## src/rtl/wb_arbiter2.sv

```systemverilog
// wb_arbiter2: two-requester Wishbone B4 arbiter onto one shared bus.
// m0 (instruction fetch) and m1 (load/store) share downstream port s.
// Grants are non-preemptive, one cycle after CYC is seen in IDLE. Ties
// alternate, with m0 first after reset.
// Optional build macro WB_ARB_TIMEOUT_EN adds a stall watchdog. After
// TIMEOUT_CYCLES stalled strobe cycles it terminates the owner with ERR.
//
// Handshake: a beat transfers on a cycle where CYC & STB are high and the
// slave raises exactly one of ACK/ERR/RTY. The requester holds ADR/DAT_O/
// WE/CTI_O stable until then. CYC frames the whole (possibly burst) cycle.
module wb_arbiter2 #(
  parameter int TIMEOUT_CYCLES = 64
) (
  input  logic        clk,
  input  logic        rst,
  // requester 0
  input  logic        m0_cyc,
  input  logic        m0_stb,
  input  logic        m0_we,
  input  logic [31:0] m0_adr,
  input  logic [31:0] m0_dat_o,
  input  logic [2:0]  m0_cti_o,
  output logic [31:0] m0_dat_i,
  output logic        m0_ack,
  output logic        m0_err,
  output logic        m0_rty,
  // requester 1
  input  logic        m1_cyc,
  input  logic        m1_stb,
  input  logic        m1_we,
  input  logic [31:0] m1_adr,
  input  logic [31:0] m1_dat_o,
  input  logic [2:0]  m1_cti_o,
  output logic [31:0] m1_dat_i,
  output logic        m1_ack,
  output logic        m1_err,
  output logic        m1_rty,
  // shared downstream bus
  output logic        s_cyc,
  output logic        s_stb,
  output logic        s_we,
  output logic [31:0] s_adr,
  output logic [31:0] s_dat_o,
  output logic [2:0]  s_cti_o,
  input  logic [31:0] s_dat_i,
  input  logic        s_ack,
  input  logic        s_err,
  input  logic        s_rty,
  // FSM state: 0 = IDLE, 1 = GNT0, 2 = GNT1
  output logic [1:0]  dbg_state
);

  typedef enum logic [1:0] {
    IDLE = 2'd0,
    GNT0 = 2'd1,
    GNT1 = 2'd2
  } state_t;

  state_t state, state_next;
  // 1 = m1 owned the bus last (reset value, so m0 wins the first tie)
  logic   last_owner, last_next;

  if (TIMEOUT_CYCLES < 1 || TIMEOUT_CYCLES > 255) begin : g_bad_timeout
    $error("wb_arbiter2: TIMEOUT_CYCLES must be in 1..255");
  end

`ifdef WB_ARB_TIMEOUT_EN
  localparam logic [7:0] TMO_LAST = 8'(TIMEOUT_CYCLES - 1);
  logic [7:0] tmo_cnt, tmo_cnt_next;
  logic       stalled, tmo_hit;
`endif

  // State, last-owner and watchdog registers with synchronous active-low reset
  always_ff @(posedge clk) begin
    if (!rst) begin
      state      <= IDLE;
      last_owner <= 1'b1;
`ifdef WB_ARB_TIMEOUT_EN
      tmo_cnt    <= 8'd0;
`endif
    end else begin
      state      <= state_next;
      last_owner <= last_next;
`ifdef WB_ARB_TIMEOUT_EN
      tmo_cnt    <= tmo_cnt_next;
`endif
    end
  end

  // Next-state selection and combinational routing of the granted requester
  always_comb begin
    state_next = state;
    last_next  = last_owner;
    s_cyc      = 1'b0;
    s_stb      = 1'b0;
    s_we       = 1'b0;
    s_adr      = 32'd0;
    s_dat_o    = 32'd0;
    s_cti_o    = 3'd0;
    m0_dat_i   = s_dat_i;
    m1_dat_i   = s_dat_i;
    m0_ack     = 1'b0;
    m0_err     = 1'b0;
    m0_rty     = 1'b0;
    m1_ack     = 1'b0;
    m1_err     = 1'b0;
    m1_rty     = 1'b0;
    case (state)
      IDLE: begin
        // STB without CYC is not a request; only CYC is looked at here
        if (m0_cyc && m1_cyc) state_next = last_owner ? GNT0 : GNT1;
        else if (m0_cyc)      state_next = GNT0;
        else if (m1_cyc)      state_next = GNT1;
      end
      GNT0: begin
        s_cyc   = m0_cyc;
        s_stb   = m0_cyc & m0_stb;
        s_we    = m0_we;
        s_adr   = m0_adr;
        s_dat_o = m0_dat_o;
        s_cti_o = m0_cti_o;
        m0_ack  = s_ack;
        m0_err  = s_err;
        m0_rty  = s_rty;
        if (!m0_cyc) begin
          state_next = IDLE;
          last_next  = 1'b0;
        end
      end
      GNT1: begin
        s_cyc   = m1_cyc;
        s_stb   = m1_cyc & m1_stb;
        s_we    = m1_we;
        s_adr   = m1_adr;
        s_dat_o = m1_dat_o;
        s_cti_o = m1_cti_o;
        m1_ack  = s_ack;
        m1_err  = s_err;
        m1_rty  = s_rty;
        if (!m1_cyc) begin
          state_next = IDLE;
          last_next  = 1'b1;
        end
      end
      default: state_next = IDLE;
    endcase
`ifdef WB_ARB_TIMEOUT_EN
    // Stall = owner strobing with no termination. On the last allowed
    // stalled cycle, withdraw STB from the slave and terminate the owner.
    stalled      = (state != IDLE) && s_stb && !s_ack && !s_err && !s_rty;
    tmo_hit      = stalled && (tmo_cnt == TMO_LAST);
    tmo_cnt_next = 8'd0;
    if (stalled && !tmo_hit) tmo_cnt_next = (tmo_cnt == 8'hff) ? tmo_cnt : tmo_cnt + 8'd1;
    if (tmo_hit) begin
      s_stb = 1'b0;
      if (state == GNT0) m0_err = 1'b1;
      else               m1_err = 1'b1;
    end
`endif
  end

  assign dbg_state = state;

endmodule

```

## config.mk

```make
export PLATFORM = sky130hd
export DESIGN_NAME = wb_arbiter2
export DESIGN_NICKNAME = d
export VERILOG_FILES = /design/src/rtl/wb_arbiter2.sv
export SDC_FILE = /design/constraint.sdc
export NUM_CORES = 1
export LEC_CHECK = 0
export BUFFER_PORTS_ARGS = -buffer_cell sky130_fd_sc_hd__buf_4
export CAP_MARGIN = 20
export CORE_AREA = 2 2 122 124
export CTS_CLUSTER_DIAMETER = 30
export DETAILED_ROUTE_END_ITERATION = 10
export DIE_AREA = 0 0 124 126
export RECOVER_POWER = 50
export SLEW_MARGIN = 20
export SYNTH_ARGS = -nofsm -noshare
export SYNTH_HDL_FRONTEND = slang
export SYNTH_SLANG_ARGS = --single-unit
```

## constraint.sdc

```tcl
create_clock -name clk -period 1.8 [get_ports clk]
set_input_delay 0.09 -clock clk [delete_from_list [all_inputs] [get_ports clk]]
set_output_delay 0.09 -clock clk [all_outputs]
set_load 0.1 [all_outputs]
```

Word level (Yosys, flattened, before mapping)

Index checks and enable logic that the tools add are counted.

Equality and inequality tests: 5
Reduce and logical (&&, ||, !) cells: 5
Muxes and demuxes: 22
Bitwise logic cells: 2

Operator list:

| kind                 | number |
|---|---|
| $pmux W32 S2         | 2 |
| $mux W2              | 6 |
| $mux W1              | 8 |
| $pmux W1 S2          | 4 |
| $pmux W2 S3          | 1 |
| $pmux W3 S2          | 1 |
| $reduce_and A3 Y1    | 2 |
| $ne A2 B2 Y1 const B | 2 |
| $ne A4 B4 Y1 const B | 1 |
| $and A1 B1 Y1        | 2 |
| $eq A2 B1 Y1 const B | 1 |
| $eq A2 B2 Y1 const B | 1 |
| $logic_not A2 Y1     | 1 |
| $reduce_bool A2 Y1   | 1 |
| $logic_and A1 B1 Y1  | 1 |

Word-level logic and storage cells: 36
Bits in registers: 3
Output and inout port bits: 142

Depth between registers and ports, before layout

Word-level depth: 4
Depth in mapped cells: 7

Least setup slack after synthesis

OpenSTA, ideal clock, no wires.

Path kind: reg-to-output
Start: register state[0] (netlist: dbg_state[0])
End: output port s_adr[0]
Setup slack: -1.479 ns
Stages on the path, launching flop included: 5
Path buffers: 1
Data arrival time: 3.189 ns
Path through: dfxtp_1 inv_1 ha_1 clkbuf_1 nor2b_1

Word-level cells in the longest chain between the ends: 2
Elaborated cells between the ends (all ways): 3
Those cells by class: eq/ne (2); mux (1)

Ends and longest elaborated chain:

| item                                         | line | text |
|---|---|---|
| start: declaration                           | 59   | `state_t state, state_next;` |
| start signal: assignment                     | 82   | `state <= state_next;` |
| $eq A2 B2 Y1 or $eq A2 B1 Y1 (tied branches) | 108  | `case (state)` |
| $pmux W32 S2 *                               | 108  |  |
| end: declaration                             | 42   | `output logic [31:0] s_adr,` |

Every way passes the cells marked *; elsewhere a longest branch is shown, timed or not.

Final worst setup path

Start: register state[1] (netlist: dbg_state[1])
End: output port s_cti_o[0]

Word-level cells in the longest chain between the ends: 2
Elaborated cells between the ends (all ways): 3
Those cells by class: eq/ne (2); mux (1)

Ends and longest elaborated chain:

| item                                         | line | text |
|---|---|---|
| $eq A2 B2 Y1 or $eq A2 B1 Y1 (tied branches) | 108  |  |
| $pmux W3 S2 *                                | 108  |  |
| end: declaration                             | 44   | `output logic [2:0] s_cti_o,` |

Marks and branches as above.

==> results.json <==
{
  "place_worst_setup_slack_ns": 0.104,
  "antenna_cells": 0,
  "start_util_pct": 12.8,
  "place_area_um2": 3530,
  "crit_required_ns": 1.71,
  "syn_area_um2": 1830,
  "cts_root_buffer": "clkbuf_16",
  "design_area_um2": 3850,
  "min_path_cells": 2,
  "hold_class": "input port to register",
  "clk_pin_slew_ns": 0.03,
  "hold_violations": 0,
  "wirelength_um": 8530,
  "fin_nets": 588,
  "seq_area_um2": 67.6,
  "row_count": 44,
  "cts_num_sinks": 3,
  "layout_setup_ws_ns": 0.0707,
  "synth_common_cells": "70 x nor2b_1, 68 x a22oi_1, 64 x buf_4",
  "min_period_ns": 1.73,
  "grt_max_degree": 38,
  "io_pins": 319,
  "crit_slowest_cell": "dfxtp_4",
  "crit_fanout": 34,
  "critPathMaxStageDelay_ns": 0.37,
  "clock_latency_ns": 0.23,
  "place_congestion": 0.731,
  "synth_most_common_cell": "nor2b_1",
  "syn_inst": 259,
  "power_density_nw_per_um2": 829,
  "clock.fmax_mhz": 578,
  "ant_nets": 0,
  "fin_skew_ns": 0.00196,
  "cts_setup_buffers": 0,
  "fin_crit_sh_pct": 96.1,
  "yosysSeqAreaShare_pct": 3.28,
  "drtIter0Drc": 57,
  "drv_cap": 0,
  "synth_area_per_cell_um2": 7.06,
  "synth_edf_count": 0,
  "report.final.slew_viol_count": 0,
  "antenna_found_initial": 0,
  "cts_buffer_depth": 2,
  "post-route-drc-count": 0,
  "synthDistinctLibCells": 21,
  "yosys.area.top_type": "a22oi_1",
  "vias": 2400,
  "critPathLaunchType": "register",
  "grt_pass1_vias": 2441,
  "worstSetupStartpoint": "dbg_state[1]",
  "fin_cells": 589,
  "power_w": 0.00319,
  "multi_input_area_um2": 1500,
  "yosysTopAreaCellShare_pct": 27.9,
  "path_cells": "inv_2, ha_4, buf_12, nor2b_2, buf_12",
  "grt_pass1_wl_um": 11800,
  "layout-drive-gt1-share_pct": 78.3,
  "cts_made_buffers": 3,
  "crit_type": "register to output pin",
  "ir_drop_mv": 0.286,
  "synth_flop_cell": "dfxtp_1",
  "cts_max_level": 1,
  "nFillCells": 1542,
  "via_per_inst": 4.07,
  "grt_use_total_pct": 9.49,
  "fp.dieH_um": 126,
  "min_from": "rst",
  "grt-ovfl-total": 0,
  "slew_headroom_pct": 62.7,
  "finalSetupViolations": 0,
  "synth_seq_cells": 3,
  "fp.dieW_um": 124,
  "place_hpwl_um": 6680,
  "cts_tree": "built",
  "first_pass_iters": 4,
  "worst_pin_slew_ns": 0.562,
  "crit_arrival_ns": 1.64,
  "area_growth_pct": 110,
  "reg2reg_depth": 4,
  "synthArstFlopShare_pct": 0,
  "r2r_start": "dbg_state[0]",
  "rsz0062_at_grt": "no",
  "wl_per_cell_um": 14.5,
  "port_buffers": 222,
  "end_kind": "output pin",
  "critical_path.most_common_cell": "buf_12",
  "place_inst": 584,
  "synth_nets": 441,
  "dieArea_um2": 15600,
  "synthTopCellsByArea": "a22oi_1 28%, buf_4 26%, nor2b_1 24%, buf_2 4.1%, ha_1 3.4%",
  "leakage_nw": 1.61,
  "yosys_warnings": 0,
  "design.core.area_um2": 14300,
  "status": "finished, final reports clean"
}
-- final cells by class --
cell class	count	share of cell area (%)
well taps	184	5.99
clock buffers	4	2.05
inverters	3	0.358
multi-input cells	166	38.9
repair buffers	229	51.0
flip-flops and latches	3	1.76
-- cell usage in the layout, fill, tap and decap left out, types with 2 or more instances in the layout --
cell	count
a22oi_1	64
nor2b_4	20
and2_2	3
ha_1	2
buf_12	6
ha_4	3
buf_4	176
nand4_1	2
mux2i_1	2
buf_2	3
nor2b_2	50
clkbuf_16	4
buf_6	39
dfxtp_4	2
a22oi_2	4
nand2_1	4
buf_8	2
clkbuf_2	2
and2_1	4
-- path summary, 6_finish.rpt --
kind | to | slack (ns)
setup / recovery | s_cti_o[0] | 0.07
hold / removal | last_owner | 0.09
setup reg to reg | dbg_state[0] | 0.26
hold reg to reg | last_owner | 0.50
-- routing by layer --
layer  share of wire, %  vias up  routed length [um]  global-route usage [%]
met5                  0        -                   0                       0
met4                2.4        0                 202                    3.17
met3                 11       28                 910                    1.68
met2                 54      161                4630                    19.7
met1                 33     1076                2790                    8.99
li1                   -     1135                   -                       -
-- cell families after synthesis --
family                     after synthesis  share of synthesized area [%]
adders and majority gates                5                           3.42
and+or+nand+nor                         86                           29.0
buffers and inverters                   90                           33.0
muxes                                    2                           1.09
DFF                                      3                           3.28
AOI/OAI and AO/OA                       73                           30.2
-- registers in the layout, summed over array words and instances, names as in the netlist --
signal      count
dbg_state       2
last_owner      1
-- where the power goes --
part,switching [W],leakage (nW),internal [W]
Sequential,0.0000181,0.0260,0.0000803
Clock,0.0000689,0.0382,0.000293
Combinational,0.00173,1.54,0.00100
Total,0.00181,1.61,0.00138
-- metrics by stage --
step	utilization, %	TNS (ns)	hold WS [ns]
after floorplan	-	-14.86	0.164
after global placement	24.7	0	0.181
after detailed placement	24.7	0	0.181
after CTS	26.4	-0.00137	0.0935
after global routing	26.9	0	0.114
final	26.9	0	0.0935
-- what timing repair did --
action	in CTS	in global routing
hold endpoints to repair	0	0
setup endpoints to repair	39	48
hold buffers	0	0
gates resized for setup	42	15
gates cloned	0	1
-- worst max-delay path: cells and delay by family (launching register included) --
kind / cells / cell delay (ns)
buf+inv: 3 / 0.45
flops: 1 / 0.37
fa+ha+maj: 1 / 0.30
simple gates: 1 / 0.27
No activity file was read; power rests on OpenSTA's default activity.
